==> src/rtl/hn_sam_pipe_pkg.sv <==
// hn_sam_pipe_pkg: shared types, sizes and helpers for the home-node SAM stage.
// Optional build macro: USE_QOS_VALUE adds qos_value to the flit and to the decoded header.
package hn_sam_pipe_pkg;

  localparam int NODE_NUM_X_DIMESION      = 2;
  localparam int NODE_NUM_Y_DIMESION      = 2;
  localparam int NodeID_X_Width           = 2;
  localparam int NodeID_Y_Width           = 2;
  localparam int NodeID_Device_Port_Width = 2;
  localparam int NodeID_Device_Id_Width   = 2;
  localparam int NodeIdWidth = NodeID_X_Width + NodeID_Y_Width +
                               NodeID_Device_Port_Width + NodeID_Device_Id_Width;
  localparam int CidWidth    = 8;
  localparam int SidWidth    = 8;
  localparam int QosWidth    = 4;
  localparam int IoPortWidth = 3;

`ifdef USE_QOS_VALUE
  localparam int FlitDataWidth = 256 - 2 * NodeIdWidth - CidWidth - SidWidth - QosWidth;
`else
  localparam int FlitDataWidth = 256 - 2 * NodeIdWidth - CidWidth - SidWidth;
`endif

  typedef enum logic [1:0] {
    SAM_SLICED  = 2'd0,
    SAM_CENTRAL = 2'd1,
    SAM_HASHED  = 2'd2
  } sam_mode_e;

  typedef logic [IoPortWidth-1:0] io_port_t;

  typedef struct packed {
    logic [NodeID_X_Width-1:0]           x_position;
    logic [NodeID_Y_Width-1:0]           y_position;
    logic [NodeID_Device_Port_Width-1:0] device_port;
    logic [NodeID_Device_Id_Width-1:0]   device_id;
  } node_id_t;

  typedef struct packed {
    logic [CidWidth-1:0] cid;
    logic [SidWidth-1:0] sid;
  } flit_id_t;

  typedef struct packed {
    node_id_t                 tgt_id;
    node_id_t                 src_id;
    flit_id_t                 id;
`ifdef USE_QOS_VALUE
    logic [QosWidth-1:0]      qos_value;
`endif
    logic [FlitDataWidth-1:0] data;
  } flit_payload_t;

  typedef struct packed {
    node_id_t            tgt_id;
    node_id_t            src_id;
    io_port_t            look_ahead_routing;
`ifdef USE_QOS_VALUE
    logic [QosWidth-1:0] qos_value;
`endif
  } flit_dec_t;

  // Width of a slice index; a single slice still needs one bit.
  function automatic int slice_idx_w(input int n);
    return (n > 1) ? $clog2(n) : 1;
  endfunction

  // XOR-fold the cache id into w-bit chunks (result lands in the low w bits).
  function automatic logic [CidWidth-1:0] cid_fold(input logic [CidWidth-1:0] cid, input int w);
    logic [CidWidth-1:0] mask;
    logic [CidWidth-1:0] fold;
    mask = (CidWidth'(1) << w) - CidWidth'(1);
    fold = '0;
    for (int c = 0; c < CidWidth; c += w) begin
      fold = fold ^ ((cid >> c) & mask);
    end
    return fold;
  endfunction

endpackage

==> src/rtl/hn_sam_pipe_if.sv <==
// hn_sam_pipe_if: flit handshake bundle for the SAM stage.
// master = upstream/downstream environment, slave = the SAM stage itself.
interface hn_sam_pipe_if;
  import hn_sam_pipe_pkg::*;

  logic          flit_v_i;
  logic          flit_rdy_o;
  flit_payload_t flit_i;
  io_port_t      flit_look_ahead_routing_i;
  logic          flit_v_o;
  logic          flit_rdy_i;
  flit_payload_t flit_o;
  flit_dec_t     flit_dec_o;

  modport master (
    output flit_v_i, flit_i, flit_look_ahead_routing_i, flit_rdy_i,
    input  flit_rdy_o, flit_v_o, flit_o, flit_dec_o
  );

  modport slave (
    input  flit_v_i, flit_i, flit_look_ahead_routing_i, flit_rdy_i,
    output flit_rdy_o, flit_v_o, flit_o, flit_dec_o
  );
endinterface

==> src/rtl/hn_sam_pipe_skid_buf.sv <==
// hn_sam_skid_buf: 2-entry valid/ready skid buffer (output register + skid register).
// in_rdy_o depends only on the skid flop, so there is no combinational path from out_rdy_i.
module hn_sam_skid_buf #(
  parameter type T = logic [7:0]
) (
  input  logic clk,
  input  logic rst,
  input  logic in_v_i,
  output logic in_rdy_o,
  input  T     in_data_i,
  output logic out_v_o,
  input  logic out_rdy_i,
  output T     out_data_o
);

  logic out_v_q, out_v_d;
  logic skid_v_q, skid_v_d;
  T     out_data_q, out_data_d;
  T     skid_data_q, skid_data_d;
  logic in_fire_s, out_free_s;

  // Next-state: refill the output slot from skid first, else from the input; park input in skid when stalled.
  always_comb begin
    out_v_d     = out_v_q;
    out_data_d  = out_data_q;
    skid_v_d    = skid_v_q;
    skid_data_d = skid_data_q;
    in_fire_s   = in_v_i & ~skid_v_q;
    out_free_s  = ~out_v_q | out_rdy_i;
    if (out_free_s) begin
      if (skid_v_q) begin
        out_v_d    = 1'b1;
        out_data_d = skid_data_q;
        skid_v_d   = 1'b0;
      end else if (in_fire_s) begin
        out_v_d    = 1'b1;
        out_data_d = in_data_i;
      end else begin
        out_v_d    = 1'b0;
      end
    end else begin
      if (in_fire_s) begin
        skid_v_d    = 1'b1;
        skid_data_d = in_data_i;
      end else begin
        skid_v_d    = skid_v_q;
      end
    end
  end

  // State registers; reset empties both entries.
  always_ff @(posedge clk or posedge rst) begin
    if (rst) begin
      out_v_q     <= 1'b0;
      skid_v_q    <= 1'b0;
      out_data_q  <= '0;
      skid_data_q <= '0;
    end else begin
      out_v_q     <= out_v_d;
      skid_v_q    <= skid_v_d;
      out_data_q  <= out_data_d;
      skid_data_q <= skid_data_d;
    end
  end

  assign in_rdy_o   = ~skid_v_q;
  assign out_v_o    = out_v_q;
  assign out_data_o = out_data_q;

endmodule

==> src/rtl/hn_sam_pipe.sv <==
// hn_sam_pipe: registered home-node system-address-map stage.
// Rewrites tgt_id/src_id/id.sid from id.cid (sliced, hashed or central LLC) through a
// programmable logical->physical slice remap table, then buffers in a 2-entry skid buffer.
// Optional build macro: HN_SAM_PERF_CNT_EN enables per-physical-slice 16-bit transfer counters.
module hn_sam_pipe
  import hn_sam_pipe_pkg::*;
#(
  parameter int        SLICE_NUM = 4,
  parameter sam_mode_e SAM_MODE  = SAM_SLICED,
  parameter int        CENTRAL_X = 1,
  parameter int        CENTRAL_Y = 0,
  localparam int       SliceIdxW = slice_idx_w(SLICE_NUM)
) (
  input  logic                      clk,
  input  logic                      rst,
  input  logic [NodeID_X_Width-1:0] node_id_x_i,
  input  logic [NodeID_Y_Width-1:0] node_id_y_i,
  hn_sam_pipe_if.slave              bus,
  input  logic                      cfg_we_i,
  input  logic [SliceIdxW-1:0]      cfg_idx_i,
  input  logic [SliceIdxW-1:0]      cfg_slice_i,
  input  logic                      perf_clr_i,
  output logic [SLICE_NUM*16-1:0]   perf_cnt_o
);

  localparam int CentralSlice = (CENTRAL_Y * NODE_NUM_X_DIMESION + CENTRAL_X) % SLICE_NUM;

  typedef struct packed {
    flit_payload_t        flit;
    flit_dec_t            dec;
    logic [SliceIdxW-1:0] slice;
  } entry_t;

  logic [SliceIdxW-1:0]      remap_q [SLICE_NUM];
  logic [SliceIdxW-1:0]      remap_d [SLICE_NUM];
  logic [SliceIdxW-1:0]      lidx_s, phys_s;
  logic [NodeID_X_Width-1:0] tgt_x_s;
  logic [NodeID_Y_Width-1:0] tgt_y_s;
  entry_t                    in_entry_s, out_entry_s;
  logic                      out_v_s;

  // Remap table update; out-of-range logical indices are dropped.
  always_comb begin
    remap_d = remap_q;
    if (cfg_we_i && (int'(cfg_idx_i) < SLICE_NUM)) begin
      remap_d[cfg_idx_i] = cfg_slice_i;
    end else begin
      remap_d = remap_q;
    end
  end

  // Remap table registers; reset restores the identity map.
  always_ff @(posedge clk or posedge rst) begin
    if (rst) begin
      for (int i = 0; i < SLICE_NUM; i++) begin
        remap_q[i] <= SliceIdxW'(i);
      end
    end else begin
      remap_q <= remap_d;
    end
  end

  // Target selection at accept time; uses the remap entry as it stands before this edge.
  always_comb begin
    case (SAM_MODE)
      SAM_SLICED: lidx_s = SliceIdxW'(int'(bus.flit_i.id.cid) % SLICE_NUM);
      SAM_HASHED: lidx_s = SliceIdxW'(int'(cid_fold(bus.flit_i.id.cid, SliceIdxW)) % SLICE_NUM);
      default:    lidx_s = '0;
    endcase
    if (SAM_MODE == SAM_CENTRAL) begin
      phys_s  = SliceIdxW'(CentralSlice);
      tgt_x_s = NodeID_X_Width'(CENTRAL_X);
      tgt_y_s = NodeID_Y_Width'(CENTRAL_Y);
    end else begin
      phys_s  = remap_q[lidx_s];
      tgt_x_s = NodeID_X_Width'(int'(phys_s) % NODE_NUM_X_DIMESION);
      tgt_y_s = NodeID_Y_Width'(int'(phys_s) / NODE_NUM_X_DIMESION);
    end
  end

  // Header rewrite and decode bundle; everything not named here passes through.
  always_comb begin
    in_entry_s                         = '0;
    in_entry_s.flit                    = bus.flit_i;
    in_entry_s.flit.tgt_id.x_position  = tgt_x_s;
    in_entry_s.flit.tgt_id.y_position  = tgt_y_s;
    in_entry_s.flit.tgt_id.device_port = '0;
    in_entry_s.flit.tgt_id.device_id   = '0;
    in_entry_s.flit.src_id.x_position  = node_id_x_i;
    in_entry_s.flit.src_id.y_position  = node_id_y_i;
    in_entry_s.flit.src_id.device_port = '0;
    in_entry_s.flit.src_id.device_id   = '0;
    in_entry_s.flit.id.sid = SidWidth'(int'(node_id_y_i) * NODE_NUM_X_DIMESION + int'(node_id_x_i));
    in_entry_s.dec.tgt_id              = in_entry_s.flit.tgt_id;
    in_entry_s.dec.src_id              = in_entry_s.flit.src_id;
    in_entry_s.dec.look_ahead_routing  = bus.flit_look_ahead_routing_i;
`ifdef USE_QOS_VALUE
    in_entry_s.dec.qos_value           = bus.flit_i.qos_value;
`endif
    in_entry_s.slice                   = phys_s;
  end

  hn_sam_skid_buf #(
    .T (entry_t)
  ) u_skid (
    .clk        (clk),
    .rst        (rst),
    .in_v_i     (bus.flit_v_i),
    .in_rdy_o   (bus.flit_rdy_o),
    .in_data_i  (in_entry_s),
    .out_v_o    (out_v_s),
    .out_rdy_i  (bus.flit_rdy_i),
    .out_data_o (out_entry_s)
  );

  assign bus.flit_v_o   = out_v_s;
  assign bus.flit_o     = out_entry_s.flit;
  assign bus.flit_dec_o = out_entry_s.dec;

`ifdef HN_SAM_PERF_CNT_EN
  logic [15:0] cnt_q [SLICE_NUM];
  logic [15:0] cnt_d [SLICE_NUM];
  logic        out_fire_s;

  // Count output transfers per physical slice, saturating; clear beats a same-cycle increment.
  always_comb begin
    cnt_d      = cnt_q;
    out_fire_s = out_v_s & bus.flit_rdy_i;
    if (perf_clr_i) begin
      for (int i = 0; i < SLICE_NUM; i++) begin
        cnt_d[i] = 16'h0000;
      end
    end else if (out_fire_s && (int'(out_entry_s.slice) < SLICE_NUM) &&
                 (cnt_q[out_entry_s.slice] != 16'hFFFF)) begin
      cnt_d[out_entry_s.slice] = cnt_q[out_entry_s.slice] + 16'h0001;
    end else begin
      cnt_d = cnt_q;
    end
  end

  // Counter registers.
  always_ff @(posedge clk or posedge rst) begin
    if (rst) begin
      for (int i = 0; i < SLICE_NUM; i++) begin
        cnt_q[i] <= 16'h0000;
      end
    end else begin
      cnt_q <= cnt_d;
    end
  end

  // Flatten counters onto the output bus (slice i at bits [16*i +: 16]).
  always_comb begin
    perf_cnt_o = '0;
    for (int i = 0; i < SLICE_NUM; i++) begin
      perf_cnt_o[i*16 +: 16] = cnt_q[i];
    end
  end
`else
  logic perf_unused_s;
  assign perf_unused_s = ^{perf_clr_i, out_entry_s.slice};
  assign perf_cnt_o    = '0;
`endif

endmodule

==> src/flat_wrapper.sv <==
// flat-port wrapper written by rule: the top's interface ports become plain ports
module hn_sam_pipe_flat import hn_sam_pipe_pkg::*;
#(
  parameter int        SLICE_NUM = 4,
  parameter sam_mode_e SAM_MODE  = SAM_SLICED,
  parameter int        CENTRAL_X = 1,
  parameter int        CENTRAL_Y = 0,
  localparam int       SliceIdxW = slice_idx_w(SLICE_NUM)
)
  (clk, rst, node_id_x_i, node_id_y_i, cfg_we_i, cfg_idx_i, cfg_slice_i, perf_clr_i, perf_cnt_o, bus_flit_v_i, bus_flit_i, bus_flit_look_ahead_routing_i, bus_flit_rdy_i, bus_flit_rdy_o, bus_flit_v_o, bus_flit_o, bus_flit_dec_o);
  hn_sam_pipe_if bus_i ();
  input  logic clk;
  input  logic rst;
  input  logic [NodeID_X_Width-1:0] node_id_x_i;
  input  logic [NodeID_Y_Width-1:0] node_id_y_i;
  input  logic cfg_we_i;
  input  logic [SliceIdxW-1:0] cfg_idx_i;
  input  logic [SliceIdxW-1:0] cfg_slice_i;
  input  logic perf_clr_i;
  output logic [SLICE_NUM*16-1:0] perf_cnt_o;
  input wire logic [$bits(bus_i.flit_v_i)-1:0] bus_flit_v_i;
  input wire logic [$bits(bus_i.flit_i)-1:0] bus_flit_i;
  input wire logic [$bits(bus_i.flit_look_ahead_routing_i)-1:0] bus_flit_look_ahead_routing_i;
  input wire logic [$bits(bus_i.flit_rdy_i)-1:0] bus_flit_rdy_i;
  output wire logic [$bits(bus_i.flit_rdy_o)-1:0] bus_flit_rdy_o;
  output wire logic [$bits(bus_i.flit_v_o)-1:0] bus_flit_v_o;
  output wire logic [$bits(bus_i.flit_o)-1:0] bus_flit_o;
  output wire logic [$bits(bus_i.flit_dec_o)-1:0] bus_flit_dec_o;
  assign bus_i.flit_v_i = bus_flit_v_i;
  assign bus_i.flit_i = bus_flit_i;
  assign bus_i.flit_look_ahead_routing_i = bus_flit_look_ahead_routing_i;
  assign bus_i.flit_rdy_i = bus_flit_rdy_i;
  assign bus_flit_rdy_o = bus_i.flit_rdy_o;
  assign bus_flit_v_o = bus_i.flit_v_o;
  assign bus_flit_o = bus_i.flit_o;
  assign bus_flit_dec_o = bus_i.flit_dec_o;
  hn_sam_pipe #(.SLICE_NUM(SLICE_NUM), .SAM_MODE(SAM_MODE), .CENTRAL_X(CENTRAL_X), .CENTRAL_Y(CENTRAL_Y)) u_core (.clk(clk), .rst(rst), .node_id_x_i(node_id_x_i), .node_id_y_i(node_id_y_i), .bus(bus_i), .cfg_we_i(cfg_we_i), .cfg_idx_i(cfg_idx_i), .cfg_slice_i(cfg_slice_i), .perf_clr_i(perf_clr_i), .perf_cnt_o(perf_cnt_o));
endmodule
==> config.mk <==
export PLATFORM = sky130hd
export DESIGN_NAME = hn_sam_pipe_flat
export DESIGN_NICKNAME = d
export VERILOG_FILES = /design/src/rtl/hn_sam_pipe_pkg.sv /design/src/rtl/hn_sam_pipe_if.sv /design/src/rtl/hn_sam_pipe_skid_buf.sv /design/src/rtl/hn_sam_pipe.sv /design/src/flat_wrapper.sv
export SDC_FILE = /design/constraint.sdc
export NUM_CORES = 1
export LEC_CHECK = 0
export CORE_AREA = 3 3 238 240
export CTS_CLUSTER_SIZE = 25
export DETAILED_ROUTE_END_ITERATION = 10
export DIE_AREA = 0 0 241 243
export PLACE_DENSITY_LB_ADDON = 0.15
export REMOVE_ABC_BUFFERS = 1
export SETUP_SLACK_MARGIN = 0.05
export SYNTH_ARGS = -nofsm -noshare
export SYNTH_HDL_FRONTEND = slang
export SYNTH_SLANG_ARGS = --single-unit
==> constraint.sdc <==
create_clock -name clk -period 45.2 [get_ports clk]
set_clock_uncertainty 0.1 [all_clocks]
set_input_delay 9.04 -clock clk [delete_from_list [all_inputs] [get_ports clk]]
set_output_delay 9.04 -clock clk [all_outputs]
set_load 0.01 [all_outputs]
Word level (Yosys, flattened, before mapping) --
Index checks and enable logic that the tools add are counted.
Word-level totals: register bits 536, word-level logic and storage cells 63, bits of input ports 273
Cells by class: bitwise logic cells 7, multiplexer cells 12, add/subtract/negate cells 1, reduce and logical (&&, ||, !) cells 5, order comparisons 3
Operator list (count):
- two-way mux 277 bit | 2
- bitwise mux 8 bit | 1
- greater-or-equal comparator 3 bit, second input constant | 2
- two-way mux 2 bit | 3
- NOT 2 -> 3 bit | 2
- adder 3 x 2 -> 4 bit | 1
- binary-select mux 2 bit (select 2 bit) | 1
- demux 2 bit (select 2 bit) | 1
- two-way mux 1 bit | 4
- AND reduction 2 bit | 2
- nonzero test 2 bit | 2
- less-than comparator 3 x 1 -> 1 bit, second input constant | 1
- NOT 1 bit | 3
- AND 1 bit | 1
- logical AND 1 bit | 1
- bitwise OR 1 bit | 1

Logic depth before layout (Yosys ltp) --
Gate-level depths: netlist of run 1.
depth after elaboration 6, mapped depth 6, depth with buffers taken out 4

Hierarchy --
From an unflattened synthesis of run 1, not the netlist that was laid out.
Unflattened totals: cells, all modules 1578, area, all modules 25099.1 um^2
By module, submodules not included:
- hn_sam_skid_buf | area each 24205.7 um^2, cells an instance 1488, instances 1
- hn_sam_pipe | area each 893.4 um^2, cells an instance 90, instances 1

Least setup slack after synthesis of run 1 --
Ideal clock, no wire load.
path type input to register, start point in bus_flit_rdy_i, end point reg u_core.u_skid.skid_data_q[100] in the netlist's numbering, setup slack 34.830 ns, data required time 44.975 ns, arrival time 10.145 ns, cell stages on the path 6, path through nand2b_4 nor3b_1 buf_4 buf_6 buf_6 mux2_2
Between the ends: longest elaborated chain between the ends 3
RTL lines:
- from (decl) | line flat_wrapper.sv:24 | input wire logic [$bits(bus_i.flit_rdy_i)-1:0] bus_flit_rdy_i;
- bitwise OR 1 bit | line hn_sam_pipe_skid_buf.sv:29 | out_free_s = ~out_v_q | out_rdy_i;
- NOT 1 bit (no line)
- AND reduction 2 bit (no line)
- to (signal assigned) | line hn_sam_pipe_skid_buf.sv:62 | skid_data_q <= skid_data_d;
- to (decl) | line hn_sam_pipe_skid_buf.sv:19 | T skid_data_q, skid_data_d;
Every way passes these cells. A chain may end at the register's enable or synchronous reset.

==> summary.txt, run 1 <==
Logic synthesis
  • Post-synth EDFFs: 0
  • Avg Synthesized Cell Area: 15.60 sq um
  • Cell taking the most area after synthesis: dfrtp_1
  • Post-synthesis cell area: 22320 sq um
  • Sequential area share after synthesis: 55.86%
  • Synth top area share: 55.39%
  • Asr flop ratio synth: 100.0%
  • Warning count from the yosys run: 0
  • Count leader, synth: mux2_2
  • Top FF cell, synth: dfrtp_1
  • Most common library cells after synthesis: 688 x mux2_2, 494 x dfrtp_1, 110 x buf_4, 50 x mux2_1
  • Top post-synthesis cells by area: dfrtp_1 55%, mux2_2 35%, buf_4 3.7%
  • Synth Instances: 1431
  • FF+latch count, synth: 498
  • Netlist cell types: 20

CTS
  • CTS tree: built
  • Worst-path clk slew: 60 ps
  • Worst skew pair latency: 580 ps
  • Post-CTS Resized: 0
  • Setup Fix Bufs, Post-CTS: 0
  • TritonCTS buffer count: 56
  • Sink Count: 498
  • Hold_buf cts: 0
  • H-tree levels: 2
  • CTS Root Cell: clkbuf_16
  • Max clock buf depth: 3

Setup path
  • Worst setup SP type: input port
  • CP Max Fanout: 125
  • Crit end category: asynchronous set/reset pin
  • Arr. time, crit path: 13380 ps
  • Crit Path Class: in2async
  • Critical Path RT: 45720 ps

Drt
  • Routed vias: 12970
  • DR pass1 iterations: 4
  • Drc violations: 0
  • WL final: 54640 um
  • Starting DRT DRC Count: 379
  • Antenna-violating nets left: 0
  • Via/cell ratio: 4.869
  • Per-cell routed wire length: 20.51 um

Placement
  • Worst slack at placement: 31400 ps
  • I/O Buffers: 500
  • Hpwl dp: 37170 um
  • Post-DP Area: 27330 sq um
  • GP Congestion: 0.7688
  • Post-Place Cells: 2561

Final layout
  • Nets: 2190
  • Register area: 12470 sq um
  • Area added between synthesis and finish: 30.39%
  • Ratio of cells with drive above 1 in the final layout: 40.84%
  • Fin cells: 2664
  • Final instance area: 29100 sq um
  • Fillers: 4570
  • Multi-input logic area: 8821 sq um

STA
  • RSZ-0062 raised after global routing: false
  • Fin. Hold Viols: 0
  • Worst rel slew slack: 32.21%
  • Worst Tran Pin Value: 1017 ps
  • PnR worst setup slack: 32330 ps
  • Final Slew Violations: 0
  • Highest Clock Rate: 77.72 MHz
  • Fin crit period: 12870 ps
  • Final period util: 28.47%
  • Setup violators final: 0
  • TNS Setup: 0 ps

Floorplanning
  • # rows: 86
  • I/O pin count: 614
  • Die Area: 58560 sq um
  • Die height: 243 um
  • Chip width: 241 um
  • Starting Density: 40.67%
  • Core area: 54880 sq um

Power and ir drop
  • VDD IR-drop max: 0.03548 mV
  • Pwr/cell area: 48.24 nW/um^2
  • Leak: 11.95 nW

Global route
  • Global-route wire length before repair: 83060 um
  • Largest net degree at the start of global routing: 159
  • Total GRT Usage: 18.33%
  • Initial antenna violation count: 14
  • Remaining Overflow, GRT: 0
  • Vias in the first global route: 13850

Min path
  • Hold Path Class: reg2reg

Outcome
  • Status: finished, final reports clean

Run
  • Max Cap Violations: 0
power breakdown:
part           switching, mW  total [mW]  internal, mW
logic                  0.139       0.365         0.226
registers             0.0520       0.607         0.554
clock network          0.175       0.433         0.258
total                  0.366        1.40          1.04
through the flow:
step / power (mW) / hold WS [ps] / util (%)
floorplan: 0.8224 / 352.6 / -
global placement: 0.9721 / 361.0 / 49.80
detailed placement: 0.9863 / 369.1 / 49.80
CTS: 1.429 / 381.8 / 53.00
global route: 1.478 / 394.8 / 53.03
finish: 1.404 / 377.1 / 53.03
critical path, stage by stage:
cell and delay (ps):
clkdlybuf4s50_1 510, inv_8 540, buf_4 860, buf_4 750
buf_4 700, buf_4 730
cell type report:
type	instances	share of cell area (%)
Clock inverter	10	0.2666
Sequential cell	498	42.85
Multi-Input combinational cell	842	30.31
Tap cell	704	3.027
Clock buffer	87	5.770
Timing Repair Buffer	515	17.67
Antenna cell	6	0.05159
Inverter	2	0.05159
kinds of logic (layout without fill, tap and decap cells):
family                   after synthesis  count (layout)  synth area share [%]
AO/OA/AOI/OAI                          1               1               0.03365
other                                  1              94               0.01680
adder cells (fa/ha/maj)                2               2                0.1121
buffers and inverters                178             614                 6.139
AND/OR/NAND/NOR                        9               9                0.2690
multiplexers                         742             742                 37.57
flip-flops                           498             498                 55.86
cells in the final DEF (no fill, tap or decap), drive strengths merged:
master	count
diode	6
buf	15
clkbuf	87
nand2b	1
ha	2
conb	88
inv	2
nor2	2
o21a	1
nand3b	2
clkdlybuf4s50	500
mux4	2
nand2	1
dfstp	4
bufinv	1
clkinvlp	1
nor3b	2
clkinv	8
nand3	1
mux2	740
dfrtp	494
flip-flops by register name (all words and copies together) (netlist names):
| register | cells |
|---|---|
| u_core.remap_q | 8 |
| u_core.u_skid.skid_v_q | 1 |
| u_core.u_skid.out_data_o | 244 |
| u_core.u_skid.out_v_o | 1 |
| u_core.u_skid.skid_data_q | 244 |
per-layer routing:
metal  wire, um  share of wire (%)  track usage, %
met1      20670                 38           20.69
met2      27560                 50           31.87
met3       4847                8.9           6.954
met4       1459                2.7           5.817
met5        102               0.19               0
path summary, 6_finish.rpt:
check                                                              to  slack [ps]                                       start  cells after the start
hold reg to reg            u_core.u_skid.skid_data_q[206]$_DFFE_PP0P_         380  u_core.u_skid.skid_data_q[206]$_DFFE_PP0P_                      1
min in group asynchronous  u_core.u_skid.skid_data_q[205]$_DFFE_PP0P_        8870                                         rst                      2
setup / recovery           u_core.u_skid.skid_data_q[146]$_DFFE_PP0P_       32330                                         rst                      6
setup reg to reg            u_core.u_skid.out_data_o[112]$_DFFE_PP0P_       41210          u_core.u_skid.skid_v_q$_DFFE_PP0P_                      5
max in group clk           u_core.u_skid.skid_data_q[235]$_DFFE_PP0P_       32990                              bus_flit_rdy_i                      6
hold / removal             u_core.u_skid.skid_data_q[206]$_DFFE_PP0P_         380  u_core.u_skid.skid_data_q[206]$_DFFE_PP0P_                      1
Note: power is estimated with default switching activity, not from simulation.
==> run 2: changes to the inputs <==
Clock period 45.2 ns to 11.9 ns, I/O delays scaled along.
==> run 2 against run 1 <==
Against the previous run:
- die area unchanged
- critical path depth down 3
- sequential power rose to 3.8 times the previous value
- final cell count about the same
- routed wire length down 1.4%
- register-to-register slack worse by 33000 ps
- critical path type is now reg2out
- largest power group unchanged
==> summary.txt, run 2 (synthesis results as in run 1) <==
Outcome
  • Status: finished, final reports clean

Floorplanning
  • Core area: 54880 sq um (unchanged)
  • Die height: 243 um (unchanged)
  • Chip width: 241 um (unchanged)
  • Starting Density: 40.67% (unchanged)
  • I/O pin count: 614 (unchanged)
  • # rows: 86 (unchanged)
  • Die Area: 58560 sq um (unchanged)

STA
  • Final period util: 47.13%
  • Fin. Hold Viols: 0 (unchanged)
  • RSZ-0062 raised after global routing: false
  • Highest Clock Rate: 178.3 MHz
  • Setup violators final: 0 (unchanged)
  • Final Slew Violations: 0 (unchanged)
  • Fin crit period: 5609 ps
  • Worst rel slew slack: 27.80% (-4.4 points)
  • Worst Tran Pin Value: 1083 ps (+66.19 ps)
  • Fin Hold WS: 380.5 ps (+3.405 ps)

CTS
  • CTS Root Cell: clkbuf_16
  • H-tree levels: 2 (unchanged)
  • Worst-path clk slew: 60 ps (about the same)
  • Sink Count: 498 (unchanged)
  • TritonCTS buffer count: 56 (unchanged)
  • Max clock buf depth: 3 (unchanged)
  • Post-CTS Resized: 0 (unchanged)
  • CTS tree: built
  • Setup Fix Bufs, Post-CTS: 0 (unchanged)
  • Hold_buf cts: 0 (unchanged)
  • Worst skew pair latency: 580 ps (about the same)

Setup path
  • Crit Path Class: reg2out
  • Crit end category: output port
  • Reg-to-reg startpoint: u_core.u_skid.skid_v_q$_DFFE_PP0P_
  • Reg2reg setup slack: 7760 ps (-33450 ps)
  • Worst setup SP type: register
  • CP cell instances: buf_12 > inv_2 > clkdlybuf4s50_1
  • CP max-delay cell: dfrtp_4
  • Critical Path RT: 9420 ps (-36300 ps)
  • CP delay by family, top: buffers and inverters
  • Buf/Inv on CP: 3 (-3)
  • CP peak stage delay: 1090 ps (+230 ps)
  • CP Max Fanout: 116 (-7.2%)
  • Crit path from: u_core.u_skid.skid_v_q$_DFFE_PP0P_
  • Arr. time, crit path: 3130 ps (-10250 ps)

Power and ir drop
  • VDD IR-drop max: 0.1195 mV (+240%)
  • Leak: 11.95 nW (about the same)
  • Pwr Total: 5.343 mW (+280%)
  • Pwr/cell area: 183.5 nW/um^2 (+280%)

Drt
  • WL final: 53880 um (-1.4%)
  • Antenna-violating nets left: 0 (unchanged)
  • DR pass1 iterations: 4 (unchanged)
  • Via/cell ratio: 4.851 (-0.36%)
  • Starting DRT DRC Count: 438 (+16%)
  • Per-cell routed wire length: 20.22 um (-1.4%)
  • Routed vias: 12930 (-0.32%)
  • Drc violations: 0 (unchanged)

Global route
  • Global-route wire length before repair: 81770 um (-1.6%)
  • Largest net degree at the start of global routing: 173 (+8.8%)
  • Remaining Overflow, GRT: 0 (unchanged)
  • Total GRT Usage: 18.01% (-0.31 points)
  • Vias in the first global route: 13730 (-0.87%)
  • Initial antenna violation count: 16 (+2)

Final layout
  • Nets: 2185 (-0.23%)
  • Ratio of cells with drive above 1 in the final layout: 40.66% (-0.18 points)
  • Fin util: 53.07% (about the same)
  • Area added between synthesis and finish: 30.49% (about the same)
  • Most frequent cells in the layout: 688 x mux2_2, 500 x clkdlybuf4s50_1, 493 x dfrtp_1
  • Commonest non-fill, non-tap cell in the layout: mux2_2

Min path
  • Hold Path Class: reg2reg
  • Hold Crit Start: u_core.u_skid.skid_data_q[258]$_DFFE_PP0P_

Run
  • Max Cap Violations: 0 (unchanged)

Placement
  • GP Congestion: 0.7524 (-2.1%)
  • I/O Buffers: 500 (unchanged)
  • Hpwl dp: 36050 um (-3.0%)
-- run 2: final cells by class --
class | instances | area (sq um)
multi-input combinational | 842 | 8821
inverter | 2 | 15.01
fill | 4642 | 25750
timing repair buffer | 510 | 5142
clock buffer | 88 | 1663
clock inverter | 13 | 110.1
antenna | 8 | 20.02
sequential | 498 | 12470
tap | 704 | 880.8
-- run 2: worst paths after layout --
path	to	cells past startpoint
min in group asynchronous	u_core.u_skid.out_data_o[138]$_DFFE_PP0P_	2
worst max-delay path	bus_flit_rdy_o	3
worst min-delay path	u_core.u_skid.skid_data_q[258]$_DFFE_PP0P_	1
worst max register to register	u_core.u_skid.out_data_o[2]$_DFFE_PP0P_	4
max in group asynchronous	u_core.u_skid.skid_data_q[224]$_DFFE_PP0P_	4
worst min register to register	u_core.u_skid.skid_data_q[258]$_DFFE_PP0P_	1
-- run 2: power breakdown --
part           total (mW)  switching, mW  internal [mW]
sequential           2.31          0.203           2.11
clock                1.66          0.681          0.977
combinational        1.38          0.520          0.857
total                5.34           1.40           3.94
-- run 2: worst reg2reg max path, delay by kind of cell, from the launching register on --
kind            cells  cell delay [ps]
buf+inv             2             1690
flops               1             1090
compound gates      1              620
mux                 1              520
-- run 2: stage by stage --
stage / area [sq um] / cells / TNS [ps] / setup slack (ps)
CTS: 29100 / 2657 / 0 / 6261
global route: 29120 / 2663 / 0 / 6187
floorplan: 21280 / 1342 / -6461740 / -17440
global placement: 27330 / 2556 / 0 / 5967
detailed placement: 27330 / 2556 / 0 / 5978
finish: 29120 / 2665 / 0 / 6291
-- run 2: metal layers --
layer	wire [um]	vias to the layer above	track usage, %
li1	-	5884	-
met1	21050	6613	20.91
met2	27100	348	30.73
met3	4786	67	7.101
met4	853	16	5.202
met5	86	-	0
==> run 3: changes to the inputs <==
Clock period 11.9 ns to 5.2 ns, I/O delays scaled along.
==> run 3 against run 2 <==
Against the previous run:
- via count is 0.43% higher
- routed wire length is 2.1% higher
- non-clock buffer count is 11 higher
- total power is 140% higher
- sequential power is 130% higher
- sequential share of layout area is 0.52 points lower
- worst setup slack worse by 4400 ps
- critical path depth is 1 lower
- global-route usage is 0.29 points higher
- utilization is 0.66 points higher
- die area stayed put
==> summary.txt, run 3 (synthesis results as in run 1) <==
Outcome
  • Status: finished, final reports clean

Setup path
  • Worst setup SP type: register
  • Crit Path Class: reg2out
  • Crit end category: output port
  • CP Max Fanout: 46 (-60%)
  • Arr. time, crit path: 2180 ps (-950 ps)
  • Critical Path RT: 4060 ps (-5360 ps)

Placement
  • GP Congestion: 0.7543 (+0.25%)
  • I/O Buffers: 500 (unchanged)
  • Hpwl dp: 37450 um (+3.9%)

Global route
  • Largest net degree at the start of global routing: 139 (-20%)
  • Vias in the first global route: 13740 (+0.073%)
  • Global-route wire length before repair: 82650 um (+1.1%)
  • Total GRT Usage: 18.31% (+0.29 points)
  • Initial antenna violation count: 13 (-3)
  • Remaining Overflow, GRT: 0 (unchanged)

STA
  • Final Slew Violations: 0 (unchanged)
  • Fin crit period: 3325 ps
  • Worst rel slew slack: 24.39% (-3.4 points)
  • Setup violators final: 0 (unchanged)
  • TNS Setup: 0 ps (unchanged)
  • Worst Tran Pin Value: 1134 ps (+51.12 ps)
  • Highest Clock Rate: 300.8 MHz
  • Fin Hold WS: 378.7 ps (-1.879 ps)
  • RSZ-0062 raised after global routing: false
  • Final period util: 63.94%
  • Fin. Hold Viols: 0 (unchanged)

Drt
  • DR pass1 iterations: 4 (unchanged)
  • Starting DRT DRC Count: 311 (-29%)
  • Per-cell routed wire length: 20.55 um (+1.7%)
  • Routed vias: 12980 (+0.43%)
  • Drc violations: 0 (unchanged)
  • Antenna-violating nets left: 0 (unchanged)
  • Via/cell ratio: 4.850 (about the same)
  • WL final: 55020 um (+2.1%)

Floorplanning
  • Starting Density: 40.67% (unchanged)
  • Chip width: 241 um (unchanged)
  • Die height: 243 um (unchanged)
  • # rows: 86 (unchanged)
  • Die Area: 58560 sq um (unchanged)
  • I/O pin count: 614 (unchanged)
  • Core area: 54880 sq um (unchanged)

Power and ir drop
  • Sw Ratio: 25.59% (-0.69 points)
  • VDD IR-drop max: 0.3135 mV (+160%)
  • Psw: 3.240 mW (+130%)
  • Internal Power: 9.423 mW (+140%)
  • Sequential Power Share: 41.7% (-1.5 points)
  • Comb power frac: 25.0% (-0.8 points)
  • Clock network fraction of design power: 33.2% (+2.2 points)
  • Pwr/cell area: 429.5 nW/um^2 (+130%)
  • Pwr Total: 12.66 mW (+140%)
  • Leak: 12.14 nW (+1.6%)

CTS
  • Worst-path clk slew: 60 ps (about the same)
  • H-tree levels: 2 (unchanged)
  • Setup Fix Bufs, Post-CTS: 0 (unchanged)
  • TritonCTS buffer count: 56 (unchanged)
  • Worst skew pair latency: 590 ps (about the same)
  • CTS Root Cell: clkbuf_16
  • Sink Count: 498 (unchanged)
  • Hold_buf cts: 0 (unchanged)
  • Post-CTS Resized: 0 (unchanged)
  • CTS tree: built
  • Max clock buf depth: 3 (unchanged)

Final layout
  • Commonest non-fill, non-tap cell in the layout: mux2_2
  • Most frequent cells in the layout: 688 x mux2_2, 500 x clkdlybuf4s50_1, 493 x dfrtp_1
  • Area added between synthesis and finish: 32.10%
  • Nets: 2196 (+0.50%)
  • Ratio of cells with drive above 1 in the final layout: 41.71% (+1.1 points)

Run
  • Max Cap Violations: 0 (unchanged)

Min path
  • Hold Path Class: reg2reg
-- run 3: cell count changes in the layout (fill, tap and decap cells not counted), sizes merged --
cell and change:
diode -1, inv -2, buf +11, bufinv +5, clkbuf -1
-- run 3: worst paths after layout --
kind	depth (start not counted)	to	slack (ps)	startpoint
worst max-delay path	2	bus_flit_rdy_o	1880	u_core.u_skid.skid_v_q$_DFFE_PP0P_
min in group asynchronous	2	u_core.u_skid.skid_data_q[69]$_DFFE_PP0P_	950	rst
worst min-delay path	1	u_core.u_skid.skid_data_q[216]$_DFFE_PP0P_	380	u_core.u_skid.skid_data_q[216]$_DFFE_PP0P_
worst min register to register	1	u_core.u_skid.skid_data_q[216]$_DFFE_PP0P_	380	u_core.u_skid.skid_data_q[216]$_DFFE_PP0P_
max in group asynchronous	3	u_core.u_skid.out_data_o[255]$_DFFE_PP0P_	3010	rst
worst max register to register	3	u_core.u_skid.out_data_o[87]$_DFFE_PP0P_	2280	u_core.u_skid.skid_v_q$_DFFE_PP0P_
-- run 3: cell type report --
| class | count | area [sq um] |
|---|---|---|
| sequential | 498 | 12470 |
| tap | 704 | 880.8 |
| antenna | 7 | 17.52 |
| timing repair buffer | 521 | 5263 |
| clock buffer | 87 | 1779 |
| multi-input combinational | 842 | 8821 |
| clock inverter | 16 | 236.5 |
| inverter | 2 | 15.01 |
| fill | 4615 | 25390 |
-- run 3: critical path, stage by stage (launching register included) --
cell             delay, ps
dfrtp_4                910
inv_2                  130
clkdlybuf4s50_1        530
-- run 3: per-stage QoR --
stage / setup WS, ps / area, sq um / std cells / util (%)
final: 1875 / 29480 / 2677 / 53.73
after global routing: 1772 / 29480 / 2674 / 53.71
after CTS: 1787 / 29470 / 2670 / 53.69
after detailed placement: 1787 / 27450 / 2567 / 50.02
after global placement: 1807 / 27450 / 2567 / 50.02
after floorplan: -24140 / 21280 / 1342 / -
-- run 3: power by group through the flow --
stage	registers, mW	logic [mW]	clock network (mW)
CTS	5.29	3.24	4.36
global route	5.41	3.40	4.51
floorplan	5.53	1.61	0
global placement	5.29	3.17	0
detailed placement	5.35	3.22	0
finish	5.29	3.17	4.21
-- run 3: per-layer routing --
| metal | share of wire (%) | track usage (%) | routed length, um |
|---|---|---|---|
| met5 | 0.15 | 0 | 82 |
| met4 | 2.6 | 5.712 | 1419 |
| met1 | 39 | 21.35 | 21600 |
| met3 | 8.3 | 7.079 | 4568 |
| met2 | 50 | 31.01 | 27350 |
